### config.mk
export PLATFORM = sky130hd
export DESIGN_NAME = bsg_wormhole_flit_arbiter
export DESIGN_NICKNAME = d
export VERILOG_FILES = /design/src/rtl/bsg_wormhole_flit_arbiter.sv
export SDC_FILE = /design/constraint.sdc
export NUM_CORES = 1
export LEC_CHECK = 0
export BUFFER_PORTS_ARGS = -buffer_cell sky130_fd_sc_hd__buf_4
export CELL_PAD_IN_SITES_DETAIL_PLACEMENT = 0
export CELL_PAD_IN_SITES_GLOBAL_PLACEMENT = 2
export CORE_UTILIZATION = 18
export DETAILED_ROUTE_END_ITERATION = 6
export GPL_TIMING_DRIVEN = 0
export PLACE_DENSITY = 0.85
export SLEW_MARGIN = 0
export SYNTH_ARGS = -nofsm -noshare
export SYNTH_HDL_FRONTEND = slang
export SYNTH_SLANG_ARGS = --single-unit
### constraint.sdc
create_clock -name clk_i -period 8 [get_ports clk_i]
set_input_delay 1.6 -clock clk_i [delete_from_list [all_inputs] [get_ports clk_i]]
set_output_delay 1.6 -clock clk_i [all_outputs]
set_load 0.01 [all_outputs]
### src/rtl/bsg_wormhole_flit_arbiter.sv
// Round-robin per-packet arbiter sharing one wormhole link among num_in_p flit streams.
// Grant locks on the header flit and holds for len body flits; zero-bubble pass-through.
module bsg_wormhole_flit_arbiter #(
  parameter int unsigned num_in_p     = 4,
  parameter int unsigned flit_width_p = 32,
  parameter int unsigned cord_width_p = 5,
  parameter int unsigned len_width_p  = 4,
  localparam int unsigned id_width_lp = $clog2(num_in_p)
) (
  input  logic                             clk_i,
  input  logic                             reset_i,
  input  logic [num_in_p*flit_width_p-1:0] flit_i,
  input  logic [num_in_p-1:0]              v_i,
  output logic [num_in_p-1:0]              ready_and_o,
  output logic [flit_width_p-1:0]          flit_o,
  output logic                             v_o,
  input  logic                             ready_and_i,
  output logic [id_width_lp-1:0]           grant_id_o,
  output logic                             locked_o
);

  typedef enum logic [1:0] {StIdle, StHdrWait, StBody} state_e;

  state_e                 state_q, state_d;
  logic [id_width_lp-1:0] rr_ptr_q, rr_ptr_d;
  logic [id_width_lp-1:0] held_id_q, held_id_d;
  logic [len_width_p-1:0] body_cnt_q, body_cnt_d;

  logic [id_width_lp-1:0] scan_sel, sel;
  logic                   scan_found;
  logic [len_width_p-1:0] hdr_len;
  logic                   xfer;

  function automatic logic [id_width_lp-1:0] wrap_add(input logic [id_width_lp-1:0] id,
                                                      input int unsigned off);
    return id_width_lp'((32'(id) + off) % num_in_p);
  endfunction

  // First valid input starting at rr_ptr, wrapping modulo num_in_p.
  always_comb begin
    scan_sel   = rr_ptr_q;
    scan_found = 1'b0;
    for (int unsigned i = 0; i < num_in_p; i++) begin
      if (!scan_found && v_i[wrap_add(rr_ptr_q, i)]) begin
        scan_found = 1'b1;
        scan_sel   = wrap_add(rr_ptr_q, i);
      end
    end
  end

  assign sel = (state_q == StIdle) ? scan_sel : held_id_q;

  always_comb begin
    flit_o      = '0;
    ready_and_o = '0;
    for (int unsigned k = 0; k < num_in_p; k++) begin
      if (sel == id_width_lp'(k)) begin
        flit_o         = flit_i[k*flit_width_p +: flit_width_p];
        ready_and_o[k] = ready_and_i & ~reset_i;
      end
    end
  end

  always_comb begin
    v_o = 1'b0;
    if (!reset_i) begin
      v_o = (state_q == StIdle) ? (|v_i) : v_i[held_id_q];
    end
  end

  assign grant_id_o = reset_i ? '0 : sel;
  assign locked_o   = ~reset_i & (state_q != StIdle);
  assign hdr_len    = flit_o[cord_width_p +: len_width_p];
  assign xfer       = v_o & ready_and_i;

  always_comb begin
    state_d    = state_q;
    rr_ptr_d   = rr_ptr_q;
    held_id_d  = held_id_q;
    body_cnt_d = body_cnt_q;
    unique case (state_q)
      StIdle: begin
        if (xfer) begin
          rr_ptr_d = wrap_add(sel, 1);
          if (hdr_len != '0) begin
            state_d    = StBody;
            held_id_d  = sel;
            body_cnt_d = hdr_len;
          end
        end else if (v_o) begin
          // Stalled header must stay presented even if a higher-priority input appears.
          state_d   = StHdrWait;
          held_id_d = sel;
        end
      end
      StHdrWait: begin
        if (xfer) begin
          rr_ptr_d = wrap_add(held_id_q, 1);
          if (hdr_len != '0) begin
            state_d    = StBody;
            body_cnt_d = hdr_len;
          end else begin
            state_d = StIdle;
          end
        end
      end
      StBody: begin
        if (xfer) begin
          body_cnt_d = body_cnt_q - 1'b1;
          if (body_cnt_q == len_width_p'(1)) begin
            state_d = StIdle;
          end
        end
      end
      default: state_d = StIdle;
    endcase
  end

  always_ff @(posedge clk_i) begin
    if (reset_i) begin
      state_q    <= StIdle;
      rr_ptr_q   <= '0;
      held_id_q  <= '0;
      body_cnt_q <= '0;
    end else begin
      state_q    <= state_d;
      rr_ptr_q   <= rr_ptr_d;
      held_id_q  <= held_id_d;
      body_cnt_q <= body_cnt_d;
    end
  end

`ifndef SYNTHESIS
  logic                    stall_q;
  logic [flit_width_p-1:0] flit_prev_q;

  always_ff @(posedge clk_i) begin
    stall_q     <= ~reset_i & v_o & ~ready_and_i;
    flit_prev_q <= flit_o;
    if (!reset_i) begin
      assert ($onehot0(ready_and_o)) else $error("ready_and_o not onehot0");
      assert (!((state_q == StHdrWait) && v_i[held_id_q]) || v_o)
        else $error("v_o dropped in header wait");
      if (stall_q) begin
        assert (flit_o == flit_prev_q) else $error("flit_o changed while stalled");
      end
    end
  end
`endif

endmodule

# Yosys cells after proc, flatten, opt, wreduce, memory -nomap -nowiden
# Index checks and enable logic that the tools add are counted.
# Widths: inputs -> output; s select.
# classes
add_sub_neg,6
magnitude_cmp,5
n_eq_ne,15
n_mux,46
n_bitwise,4
reduce_logical,19
# op_table
op,n
$mux 32,4
$mux 2,17
$lt 2x3->1 const B,5
$mux 1,14
$mux 4,3
$bmux 1 s2,5
$ne 2x2->1 const B,4
$pmux 4 s2,1
$reduce_bool 2->1,4
$add 2x1->2 const B,3
$eq 2x2->1 const B,3
$ne 2x1->1 const B,3
$pmux 2 s3,1
$reduce_and 3->1,2
$reduce_and 5->1,1
$add 2x2->2 const B,2
$eq 2x1->1 const B,2
$eq 4x1->1 const B,1
$logic_not 2->1,2
$pmux 2 s2,1
$reduce_and 4->1,1
$reduce_bool 4->1,1
$reduce_or 4->1,1
$sub 4x1->4 const B,1
7 further kinds,13
# word_totals
reg_bits,10
in_bits,135
out_inout_bits,40
word_cells,99

# Logic depth before layout (Yosys ltp)
# Gate-level depths: netlist of run 1.
# depth
word_depth,22
ltp_mapped,9
mapped_depth_nobuf,8

# Worst setup path after synthesis of run 1
# Ideal clock, no wire load.
# synth_timing
kind,input to output
startpoint,in v_i[2]
endpoint,out flit_o[23]
arrival_ns,3.197
required_time_ns,6.400
slack_ns,3.203
cell_stages,9
n_path_buf,2
cell_sequence,nor3_1 nor2_1 a221oi_2 or2_1 buf_6 clkbuf_1 nand2_1 and3_1 a31oi_1
# synth_between
elab_chain_cells,18
word_cells_on_any_way,29
classes_between,eq/ne (3); mux (19); reduce/logical (7)
# synth_rtl
item,line_no,text
start: declaration,13,"input logic [num_in_p-1:0] v_i,"
$bmux 1 s2,44,"if (!scan_found && v_i[wrap_add(rr_ptr_q, i)]) begin"
$mux 1 (implied by the code),44,
$mux 1,44,
$logic_not 1->1,44,
$logic_and 1x1->1,44,
$mux 1,44,
$logic_not 1->1,44,
$logic_and 1x1->1,44,
$mux 1,44,
$logic_not 1->1,44,
$logic_and 1x1->1,44,
$mux 2 (*),44,
$mux 2 (*),51,assign sel = (state_q == StIdle) ? scan_sel : held_id_q;
$logic_not 2->1,57,if (sel == id_width_lp'(k)) begin
$mux 32 (3 in a row),57,
$mux 32 (*),57,
end: declaration,15,"output logic [flit_width_p-1:0] flit_o,"
# Mark *: on every way between the ends. The rest lies on a longest branch, timed or not. The select of a mux whose other input is x is not followed.

# Worst setup path in the final report of run 1
# layout_timing
startpoint,in v_i[2]
endpoint,out flit_o[22]
# Same word-level chain as after synthesis.

==> results of run 1 <==
cells by family (layout without fill, tap and decap cells):
| kind of cell | Yosys count | count (layout) | synth area share (%) |
|---|---|---|---|
| DFF | 10 | 10 | 9.858 |
| buffers and inverters | 34 | 212 | 6.716 |
| and+or+nand+nor | 203 | 203 | 46.27 |
| adders and majority gates | 2 | 2 | 1.232 |
| muxes | 3 | 3 | 1.663 |
| AOI/OAI and AO/OA | 81 | 81 | 33.83 |
| xor gates and xnor gates | 1 | 1 | 0.4314 |
metal layers:
layer  up-vias  GRT usage (%)
li1       1538              -
met1      1373          17.81
met2       108          29.44
met3         9          2.411
met4         0          2.935
met5         -              0
power by group:
group / switching, W / internal [W] / leakage, nW
Sequential: 0.0000177 / 0.0000669 / 0.0821
Combinational: 0.000573 / 0.000438 / 1.65
Clock: 0.0000261 / 0.0000754 / 0.0442
Total: 0.000617 / 0.000580 / 1.78
how the worst max path moves through the flow:
| stage | endpoint | cells past startpoint | startpoint |
|---|---|---|---|
| after floorplan | flit_o[23] | 9 | v_i[2] |
| after global placement | flit_o[21] | 10 | v_i[2] |
| after detailed placement | flit_o[22] | 10 | v_i[2] |
| after CTS | flit_o[22] | 10 | v_i[2] |
| after global routing | flit_o[22] | 10 | v_i[2] |
| final | flit_o[22] | 10 | v_i[2] |
sequential cells by signal (all words and copies together), names as in the netlist:
register	cells
state_q	2
rr_ptr_q	2
body_cnt_q	4
held_id_q	2
cells in the mapped netlist (all sizes together) (2+ instances only):
cell,number,area share (%)
o31ai,2,0.99
nor2b,3,0.92
a21boi,3,1.1
nor4b,2,0.86
nor2,14,2.6
buf,3,0.99
a22o,3,1.3
nand2,122,23
mux2,3,1.7
o32ai,3,4.1
o21ai,11,2.7
o22ai,2,0.62
or2,4,1.2
and2,3,0.92
a21oi,9,2.2
a22oi,4,1.5
inv,10,1.8
a221oi,3,2.8
a31oi,28,8.6
o211ai,6,3.1
ha,2,1.2
nand3,6,1.5
nand2b,7,2.3
clkbuf,21,3.9
nor3,7,2.0
and3,32,10
dfxtp,10,9.9
placed cells by master (no fill, tap or decap), types with 4 or more instances in the layout:
master | netlist | final
sky130_fd_sc_hd__nand2_1 | 122 | 122
sky130_fd_sc_hd__nor3_1 | 6 | 6
sky130_fd_sc_hd__dfxtp_1 | 10 | 10
sky130_fd_sc_hd__o211ai_1 | 4 | 4
sky130_fd_sc_hd__nand3_1 | 6 | 6
sky130_fd_sc_hd__buf_4 | 0 | 174
sky130_fd_sc_hd__nor2_1 | 14 | 14
sky130_fd_sc_hd__and3_1 | 31 | 31
sky130_fd_sc_hd__a22oi_1 | 4 | 4
sky130_fd_sc_hd__a21oi_1 | 9 | 9
sky130_fd_sc_hd__inv_1 | 10 | 10
sky130_fd_sc_hd__o21ai_0 | 9 | 9
sky130_fd_sc_hd__nand2b_1 | 6 | 6
sky130_fd_sc_hd__a31oi_1 | 28 | 28
sky130_fd_sc_hd__clkbuf_1 | 21 | 21
metrics by stage:
stage / power, W / utilization, % / instances
2_1_floorplan: 0.0006888 / - / 334
4_1_cts: 0.001218 / 32.93 / 652
5_1_grt: 0.001315 / 32.93 / 652
3_3_place_gp: 0.001100 / 32.12 / 648
3_5_place_dp: 0.001112 / 32.12 / 648
6_report: 0.001197 / 32.93 / 652
layout make-up:
type / count / area [um^2]
Buffer: 24 / 98.84
Clock buffer: 4 / 88.84
Multi-Input combinational cell: 290 / 1694
Tap cell: 140 / 175.2
Inverter: 10 / 37.54
Timing Repair Buffer: 174 / 1306
Sequential cell: 10 / 200.2
Fill cell: 1235 / 7335
critical path: cells and delay by family:
kind            cells  cell delay, ps
compound gates      2             320
buf+inv             4            1130
simple gates        4             750
==> impl_summary.md, run 1 <==
Status
The run finished with clean final reports.

Synthesis
In the synthesized netlist the dominant register cell turns out to be sky130_fd_sc_hd__dfxtp_1. The synthesized area is 2031 um^2. A synthesized cell averages 6.080 um^2. The number of flip-flops and latches in the synthesized netlist is 10. The count of yosys warnings during synthesis is 0. The post-synthesis instance total is 334. The number of nets produced by synthesis is 471. For this run, the register share of the synthesized area comes to 9.858%.

In the synthesized netlist the async set-or-reset flop fraction comes to 0%. The number of enable-type register cells in the synthesized netlist is 0. The number of library cell types mapped by synthesis is 50.

Detailed routing
The met2 wire length is 4726 um. In this run, the number of DRC markers left after iteration 0 of detailed routing was 150. The count of nets left with antenna violations once routing finished came out at 0. In the routed layout, each cell is associated on average with a via count of 4.644.

For this run, design rule violations remaining after detail routing come to 0. The top routing layer in use is met4. The average wire per cell in the routed design is 14.82 um. Summed over all layers, the routed wires come to 9663 um. The detailed-router iteration count before antenna repair is 4. For this block, the via count after detailed routing is 3028. The routed length on met1 is 4077 um. The routed design uses 757 um of met3 wire.

Clock tree
The total clock sinks is 10. In this run, post-CTS hold repair placed 0 buffers. In this run the deepest clock path goes through 2 buffers. The clock tree from TritonCTS is yes.

The clock reaches the later pin of the worst-skew pair after 240 ps. After clock tree synthesis, the clock-pin slew on the worst setup and hold paths is 40 ps. CTS placed an instance of sky130_fd_sc_hd__clkbuf_16 at the clock tree root. Post-CTS timing repair inserted 0 buffers for setup. In this run the number of H-tree levels came out at 1. The number of gates resized after CTS is 0. Counting the buffers created by CTS gives 3.

STA
The minimum clock period is 5404 ps. The total setup violations reported at the end of the flow is 0. Summed over all failing endpoints, the final setup total negative slack is 0 ps. In the finished design, the share of the clock period the worst path needs comes to 67.55%. The worst-case clock skew is 0.3892 ps.

Setup repair after global routing left no endpoint under its margin. The number of max-slew violations in the final report is 0. Derived from the worst setup path, the maximum achievable clock frequency is 185.0 MHz. The total count of hold-check failures in the final report was 0. The max-slew headroom at the worst pin is 63.89%. The slew of the pin with the lowest slew margin is 539.7 ps. The worst-case hold slack is 498.6 ps.

The worst path setup slack after routing is 2596 ps.

Worst setup path
Walking the worst path, the cells encountered are buf_4, nor3_1, nor2_1, a221oi_2, nor2_1, clkbuf_1, clkbuf_1, nand2_1, a31oi_1, buf_4. The data arrival at the endpoint of the critical path is 3800 ps. The origin of the critical flop-to-flop path is state_q[0]$_SDFFE_PP0P_. The critical path is of the input pin to primary output type. The top fanout value on the critical path is 10. The length in cells of the worst reg-to-reg path is 8. On the worst path, the slowest cell contributes a delay of 440 ps. The slowest stage of the critical path is the sky130_fd_sc_hd__clkbuf_1 cell. The worst path required time is 6400 ps. Across all register-to-register paths, the minimum setup slack is 5240 ps. STA classifies the critical path endpoint as a primary output. The reg-to-reg endpoint is held_id_q[0]$_SDFFE_PP0P_. The worst setup path is launched from an input pin.

Floorplan
After floorplanning, the core was sized to cover 10940 um^2. For this configuration, the core starts out at a cell density of 18.57%. The floorplan step defined a die boundary enclosing 11710 um^2.

The initialized floorplan defines 38 standard-cell rows. The number of placed I/O pins is 175. The height of the chip is 108.2 um. The die is 108.2 um wide.

Placed design
The global placement routability congestion is 0.7724. The worst slack at placement is 2535 ps. Buffers placed on the I/O ports in this run total 174.

The standard cell area after detailed placement is 3512 um^2. After legalization and detailed placement, the total HPWL measured 7923 um.

GRT
The via count of the first global-routing pass came to 2936. The first global-routing pass estimated 14350 um of wire. Entering global routing, the biggest net connects 11 pins.

Summed over all layers, the global routing overflow is 0. The overall track demand over capacity in global routing is 15.37%. The initial antenna violation count came to 0.

Flow run
The max-cap check violation count is 0.

Hold path
The worst hold path belongs to the class flip-flop to flip-flop. For hold timing, the worst endpoint is body_cnt_q[1]$_SDFFE_PP0P_. Counting instances, the worst hold path has a depth of 2. The startpoint identified for the worst hold timing path is body_cnt_q[1]$_SDFFE_PP0P_.

Cells and area
Cells with a size suffix above 1 make up 38.48% of the layout. The antenna diode count is 0. Summing all non-filler instances in the final layout gives an area of 3601 um^2. The final layout contains 650 nets. From synthesis to final layout, the design area changed by 77.33%.

Power
For this design the static power due to leakage is 1.780 nW. For this design the ratio of total power to cell area is 332.5 nW/um^2. The peak supply drop is 0.0001506 V.
Power figures use the tool's default switching activity.
==> run 2, diff against run 1 <==
--- a/config.mk
+++ b/config.mk
@@ -8,10 +8,10 @@
 export BUFFER_PORTS_ARGS = -buffer_cell sky130_fd_sc_hd__buf_4
 export CELL_PAD_IN_SITES_DETAIL_PLACEMENT = 0
 export CELL_PAD_IN_SITES_GLOBAL_PLACEMENT = 2
-export CORE_UTILIZATION = 18
+export CORE_UTILIZATION = 15
 export DETAILED_ROUTE_END_ITERATION = 6
 export GPL_TIMING_DRIVEN = 0
-export PLACE_DENSITY = 0.85
+export PLACE_DENSITY = 0.75
 export SLEW_MARGIN = 0
 export SYNTH_ARGS = -nofsm -noshare
 export SYNTH_HDL_FRONTEND = slang
==> constraint.sdc (replaced) <==
create_clock -name clk_i -period 4.8 [get_ports clk_i]
set_input_delay 0.96 -clock clk_i [delete_from_list [all_inputs] [get_ports clk_i]]
set_output_delay 0.96 -clock clk_i [all_outputs]
set_load 0.01 [all_outputs]
==> run 2 against run 1 <==
Via count increased by 1.8%. Largest power group unchanged. Total power rose by 68%. First-iteration DRC count is 17% lower. Clock skew is 1.7 ps higher. Combinational power is 69% higher. Worst setup slack lost 2000 ps. Global-route usage is 1.3 points lower. Clock power up 45%. Wire length increased by 6.6%. Largest cell class unchanged.
==> impl_summary.md, run 2 (synthesis gave the netlist of run 1 again) <==
Clock tree
The number of buffers inserted by post-CTS setup repair is 0 (unchanged). The clock transition at the register clock pins on the worst setup and hold paths after CTS was 40 ps (about the same). The clock root buffer is sky130_fd_sc_hd__clkbuf_16. The clock tree from TritonCTS is yes. The number of hold buffers added after CTS was 0 (unchanged). The number of buffers inserted during clock tree synthesis is 3 (unchanged). The total clock sinks is 10 (unchanged). The level count of the clock H-tree is 1 (unchanged). The worst-case clock buffer depth is 2 (unchanged). The clock latency at the later pin of the worst-skew pair is 240 ps (about the same). The number of gates resized after CTS is 0 (unchanged).

Detailed routing
The detailed-route DRC error count is 0 (unchanged). The remaining antenna violation count is 0 (unchanged). The number of vias in the routed layout came to 3082 (+1.8%).

The detailed-router iteration count before antenna repair came to 4 (unchanged). The violation count after the first detailed-routing iteration is 125 (-17%). The post-detailed-routing wire length is 10300 um (+6.6%).

The average wire per cell in the routed design is 15.00 um (+1.2%). The via density per instance is 4.486 (-3.4%).

Worst setup path
The data arrival at the endpoint of the critical path is 3250 ps (-550 ps). The kind of capture point of the worst setup path is a primary output. The category of the critical setup timing path is input pin to primary output. The top cell family by delay on the critical path is buffers and inverters. The largest individual stage delay along the critical path comes from the cell sky130_fd_sc_hd__clkbuf_1. STA classifies the critical path startpoint as an input pin.

The critical path goes through buf_4, nor3_1, nor2_1, a221oi_2, nor2_1, clkbuf_1, clkbuf_1, nand2_1, a31oi_1, buf_4. The count of buffer and inverter cells on the critical path is 4 (unchanged). The top fanout value on the critical path is 10 (unchanged).

The worst path required time is 3840 ps (-2560 ps). The critical path's largest stage delay is 460 ps (+20 ps).

Placed design
The global placement routability congestion is 0.8384 (+8.5%). The port buffer count is 174 (unchanged). The placed wire-length estimate after detailed placement was 8350 um (+5.4%).

STA
The number of max-slew violations in the final report came to 0 (unchanged). The slew of the pin with the lowest slew margin is 533.9 ps (-5.777 ps). Setup repair after global routing left no endpoint under its margin. The total setup violations reported at the end of the flow is 0 (unchanged). The achievable clock frequency is 237.7 MHz. The minimum clock period is 4208 ps. The final cycle utilization of the critical path is 87.66%.

The worst-case clock skew is 2.044 ps (+1.655 ps). The final setup TNS is 0 ps (unchanged). The max-slew headroom at the worst pin is 64.28% (+0.39 points). The total count of hold-check failures in the final report is 0 (unchanged).

Floorplan
The area enclosed by the die boundary was 14010 um^2 (+20%). The core footprint is 13240 um^2 (+21%). The x dimension of the die is 118.4 um (+9.4%).

The cell row count is 42 (+11%). The height of the chip is 118.4 um (+9.4%). The starting density of the core is 15.33% (-3.2 points). The number of placed I/O pins is 175 (unchanged).

Cells and area
The core occupancy in the finished layout came to 27.43% (-5.5 points). The fraction of final layout cells with drive strength greater than 1 was 38.36% (-0.12 points). The antenna diode count is 0 (unchanged).

The area of all sequential standard cells is 200.2 um^2 (unchanged). In the layout the commonest cells are 174 x sky130_fd_sc_hd__buf_4, 122 x sky130_fd_sc_hd__nand2_1, 31 x sky130_fd_sc_hd__and3_1. The final net count is 650 (unchanged).

The footprint of the multi-input gates is 1694 um^2 (unchanged). The number of flip-flops under the largest register name was 4 (unchanged). The most common cell after layout, fill and taps aside is sky130_fd_sc_hd__buf_4. The post-synthesis to final-layout area growth is 78.87%.

The number of filler cells placed in the layout is 1518 (+23%). More flip-flops sit in one register than any other, and that register is body_cnt_q.

GRT
The overall track demand over capacity in global routing is 14.09% (-1.3 points). The global-route wire length before repair is 15890 um (+11%). The met2 usage in global routing is 24.41% (-5.0 points).

The overall overflow remaining after global route is 0 (unchanged). The met1 usage came to 18.18% (+0.37 points). The met3 track utilization from global routing is 1.882% (-0.53 points).

The via count of the first global-routing pass is 2998 (+2.1%). The maximum number of pins on one net before global-route repair is 11 (unchanged). The peak-usage layer in the global routing report is met2. The initial antenna violation count is 0 (unchanged).

Status
The flow ran to the end, and the final reports show no timing, DRC or antenna violations.

Power
The leakage power is 1.773 nW (-0.40%). The peak supply drop is 0.0003302 V (+120%). The power per cell area is 552.2 nW/um^2 (+66%).

Flow run
The max-cap check violation count was 0 (unchanged).

Hold path
The class of the most critical hold timing path is flip-flop to flip-flop.
## run 2: changes by cell type in the layout (fill, tap and decap cells not counted), sizes merged
cell,previous run,this run
clkbuf,25,24
## run 2: metrics by stage
stage / std cells / instance area [um^2] / worst slack, ps / total power (W) / hold slack (ps)
floorplan: 334 / 2031 / 1283 / 0.001148 / 463.2
global placement: 684 / 3557 / 496.6 / 0.001876 / 492.0
detailed placement: 684 / 3557 / 523.9 / 0.001885 / 489.8
CTS: 687 / 3632 / 505.7 / 0.002040 / 499.5
global route: 687 / 3632 / 312.9 / 0.002188 / 533.5
finish: 687 / 3632 / 592.2 / 0.002006 / 491.1
## run 2: worst paths after layout
| kind | start | to | slack [ps] | cells past startpoint |
|---|---|---|---|---|
| max | v_i[2] | flit_o[20] | 590 | 10 |
| min | body_cnt_q[1]$_SDFFE_PP0P_ | body_cnt_q[1]$_SDFFE_PP0P_ | 490 | 2 |
| max reg2reg | state_q[0]$_SDFFE_PP0P_ | held_id_q[1]$_SDFFE_PP0P_ | 2020 | 8 |
| min reg2reg | body_cnt_q[1]$_SDFFE_PP0P_ | body_cnt_q[1]$_SDFFE_PP0P_ | 490 | 2 |
## run 2: worst reg2reg max path: cells and delay by family, from the launching register on
kind / cells / cell delay (ps)
AO/OA/AOI/OAI: 3 / 860
buffers and inverters: 1 / 160
flip-flops: 1 / 380
multiplexers: 1 / 340
AND/OR/NAND/NOR: 3 / 910
## run 2: area by class of cell
cell class | count | share of cell area, %
Multi-Input combinational cell | 290 | 46.64
Timing Repair Buffer | 174 | 35.96
Tap cell | 176 | 6.063
Sequential cell | 10 | 5.512
Buffer | 24 | 2.721
Clock buffer | 3 | 2.067
Inverter | 10 | 1.033
## run 2: where the power goes
part	leakage [nW]	switching, W	total (W)	internal, W
clock network	0.0370	0.0000396	0.000148	0.000108
logic	1.65	0.000985	0.00171	0.000730
registers	0.0821	0.0000321	0.000144	0.000111
## run 2: metal layers
layer  share of wire (%)  vias to the layer above
li1                    -                     1535
met1                  44                     1404
met2                  47                      131
met3                 7.0                       12
met4                 1.8                        0
met5                   0                        -
==> run 3, diff against run 2 <==
--- a/config.mk
+++ b/config.mk
@@ -12,6 +12,7 @@
 export DETAILED_ROUTE_END_ITERATION = 6
 export GPL_TIMING_DRIVEN = 0
 export PLACE_DENSITY = 0.75
+export REMOVE_ABC_BUFFERS = 1
 export SLEW_MARGIN = 0
 export SYNTH_ARGS = -nofsm -noshare
 export SYNTH_HDL_FRONTEND = slang
==> run 3 against run 2 <==
Utilization fell by 0.27 points. Sequential share of layout area rose by 0.056 points. Critical path depth shrank 2. Total power decreased by 1.5%. Maximum frequency is 6.9% lower. Global-route usage decreased by 1.4 points. Worst hold slack gained 20 ps. Sequential cell count stayed put. Final area fell by 1.0%. Combinational power down 4%. Sequential power up 6%.
==> impl_summary.md, run 3 (synthesis gave the netlist of run 1 again) <==
Status
The flow ran to the end, and the final reports show no timing, DRC or antenna violations.

Cells and area
The final instance area is 3596 um^2 (-1.0%). The core occupancy in the finished layout came to 27.15% (-0.27 points). The fraction of final layout cells with drive strength greater than 1 is 40.82% (+2.5 points).

In the layout the commonest cells are 174 x sky130_fd_sc_hd__buf_4, 122 x sky130_fd_sc_hd__nand2_1, 31 x sky130_fd_sc_hd__and3_1. The area of all sequential standard cells was 200.2 um^2 (unchanged). The most common cell after layout, fill and taps aside is sky130_fd_sc_hd__buf_4. The post-synthesis to final-layout area growth is 77.08%.

The final net count is 628 (-3.4%). The footprint of the multi-input gates is 1703 um^2 (+0.52%). The number of filler cells placed in the layout is 1479 (-2.6%). The antenna diode count was 0 (unchanged).

The number of flip-flops under the largest register name came to 4 (unchanged). The register bank with the most flops is body_cnt_q.

Detailed routing
The detailed-route DRC error count is 0 (unchanged). The detailed-router iteration count before antenna repair is 4 (unchanged). The remaining antenna violation count is 0 (unchanged).

The via density per instance came to 4.443 (-0.96%). The average wire per cell in the routed design was 13.76 um (-8.2%). The number of vias in the routed layout is 2959 (-4.0%).

The violation count after the first detailed-routing iteration was 170 (+36%). The post-detailed-routing wire length is 9165 um (-11%).

GRT
The met3 track utilization from global routing is 2.124% (+0.24 points). The initial antenna violation count is 0 (unchanged). The layer flagged by global routing as most heavily used is met2.

The maximum number of pins on one net before global-route repair came to 45 (+34). The overall overflow remaining after global route is 0 (unchanged). The met1 usage came to 16.27% (-1.9 points). The overall track demand over capacity in global routing was 12.70% (-1.4 points). The global-route wire length before repair is 14650 um (-7.8%).

The met2 usage in global routing came to 22.32% (-2.1 points). The via count of the first global-routing pass is 2781 (-7.2%).

Placed design
The standard cell area after detailed placement is 3507 um^2 (-1.4%). The placed wire-length estimate after detailed placement is 7015 um (-16%). The global placement routability congestion came to 0.8189 (-2.3%).

The worst slack at placement came to 244.3 ps (-279.6 ps). The port buffer count is 174 (unchanged).

Worst setup path
The critical path goes through buf_4, or2_1, or2_1, o211ai_4, nand2_1, a221oi_2, nor2_1, buf_4. The top fanout value on the critical path was 32 (+22). The worst setup path is launched from an input pin.

For this design, the slowest cell found on the critical path is sky130_fd_sc_hd__nand2_1. The data arrival at the endpoint of the critical path came to 3560 ps (+310 ps). The startpoint identified for the worst register-to-register timing path is state_q[1]$_SDFFE_PP0P_. The critical path is of the input pin to primary output type. The launching instance or port of the critical path is v_i[1]. The critical path's largest stage delay is 720 ps (+260 ps). The kind of capture point of the worst setup path is a primary output. The worst path required time came to 3840 ps (about the same).

Clock tree
The number of buffers inserted by post-CTS setup repair is 0 (unchanged). The level count of the clock H-tree is 1 (unchanged). The clock latency at the later pin of the worst-skew pair is 240 ps (about the same). The worst-case clock buffer depth was 2 (unchanged). The number of gates resized after CTS is 0 (unchanged). The total clock sinks is 10 (unchanged). The tree is rooted in a sky130_fd_sc_hd__clkbuf_16. The number of hold buffers added after CTS is 0 (unchanged). TritonCTS built the clock tree. The clock transition at the register clock pins on the worst setup and hold paths after CTS came to 40 ps (about the same). The number of buffers inserted during clock tree synthesis is 3 (unchanged).

STA
The worst-case hold slack was 510.6 ps (+19.50 ps). Setup repair after global routing left no endpoint under its margin. The final cycle utilization of the critical path is 94.12% (+6.5 points). The worst-case clock skew is 3.726 ps (+1.682 ps). The total setup violations reported at the end of the flow is 0 (unchanged). The achievable clock frequency is 221.4 MHz (-6.9%). The number of max-slew violations in the final report was 0 (unchanged). The max-slew headroom at the worst pin is 26.74% (-38 points).

The worst path setup slack after routing was 282.3 ps (-309.8 ps). The total count of hold-check failures in the final report is 0 (unchanged). The minimum clock period is 4518 ps (+309.8 ps).

The slew of the pin with the lowest slew margin was 1096 ps (+562.4 ps).

Power
The peak supply drop is 0.0001892 V (-43%). The power per cell area is 549.2 nW/um^2 (-0.53%). The leakage power came to 1.765 nW (-0.47%).

Floorplan
The number of placed I/O pins is 175 (unchanged). The cell row count is 42 (unchanged). The area enclosed by the die boundary is 14010 um^2 (unchanged). The height of the chip is 118.4 um (unchanged).

The x dimension of the die is 118.4 um (unchanged). The core footprint is 13240 um^2 (unchanged). The starting density of the core is 15.33% (unchanged).

Hold path
In this run the most critical hold path is launched from body_cnt_q[1]$_SDFFE_PP0P_. In this run the worst hold path is classified as flip-flop to flip-flop.

Flow run
The max-cap check violation count is 0 (unchanged).
run 3: cell types whose count changed in the layout (fill, tap and decap cells not counted), sizes merged:
cell	delta
clkbuf	-20
buf	-1
run 3: critical path: cells and delay by family:
kind / cells / cell delay [ps]
buf+inv: 2 / 300
compound gates: 2 / 810
simple gates: 4 / 1480
run 3: final cells by class:
type / count / area share, %
clock buffers: 4 / 2.470
inverters: 10 / 1.044
multi-input cells: 290 / 47.36
flip-flops and latches: 10 / 5.567
well taps: 176 / 6.124
repair buffers: 176 / 37.44
run 3: through the flow:
step | instances | total power (W) | TNS, ps
floorplan | 310 | 0.001104 | 0
global placement | 660 | 0.001804 | -50170
detailed placement | 662 | 0.001827 | 0
CTS | 666 | 0.002003 | 0
global route | 666 | 0.002150 | 0
finish | 666 | 0.001975 | 0
run 3: final timing paths:
check | cells past startpoint | endpoint | slack, ps
worst max-delay path | 8 | flit_o[5] | 280
worst min-delay path | 2 | body_cnt_q[1]$_SDFFE_PP0P_ | 510
worst max register to register | 7 | held_id_q[1]$_SDFFE_PP0P_ | 1440
worst min register to register | 2 | body_cnt_q[1]$_SDFFE_PP0P_ | 510
run 3: where the power goes:
| group | leakage (nW) | internal [W] | total (W) | switching (W) |
|---|---|---|---|---|
| registers | 0.0821 | 0.000111 | 0.000152 | 0.0000405 |
| logic | 1.64 | 0.000730 | 0.00165 | 0.000924 |
| clock network | 0.0442 | 0.000126 | 0.000169 | 0.0000436 |
run 3: layer usage:
metal	share of wire, %	vias to the layer above
met3	7.0	9
met2	49	119
met1	43	1341
met4	0.94	0
li1	-	1490
met5	0	-
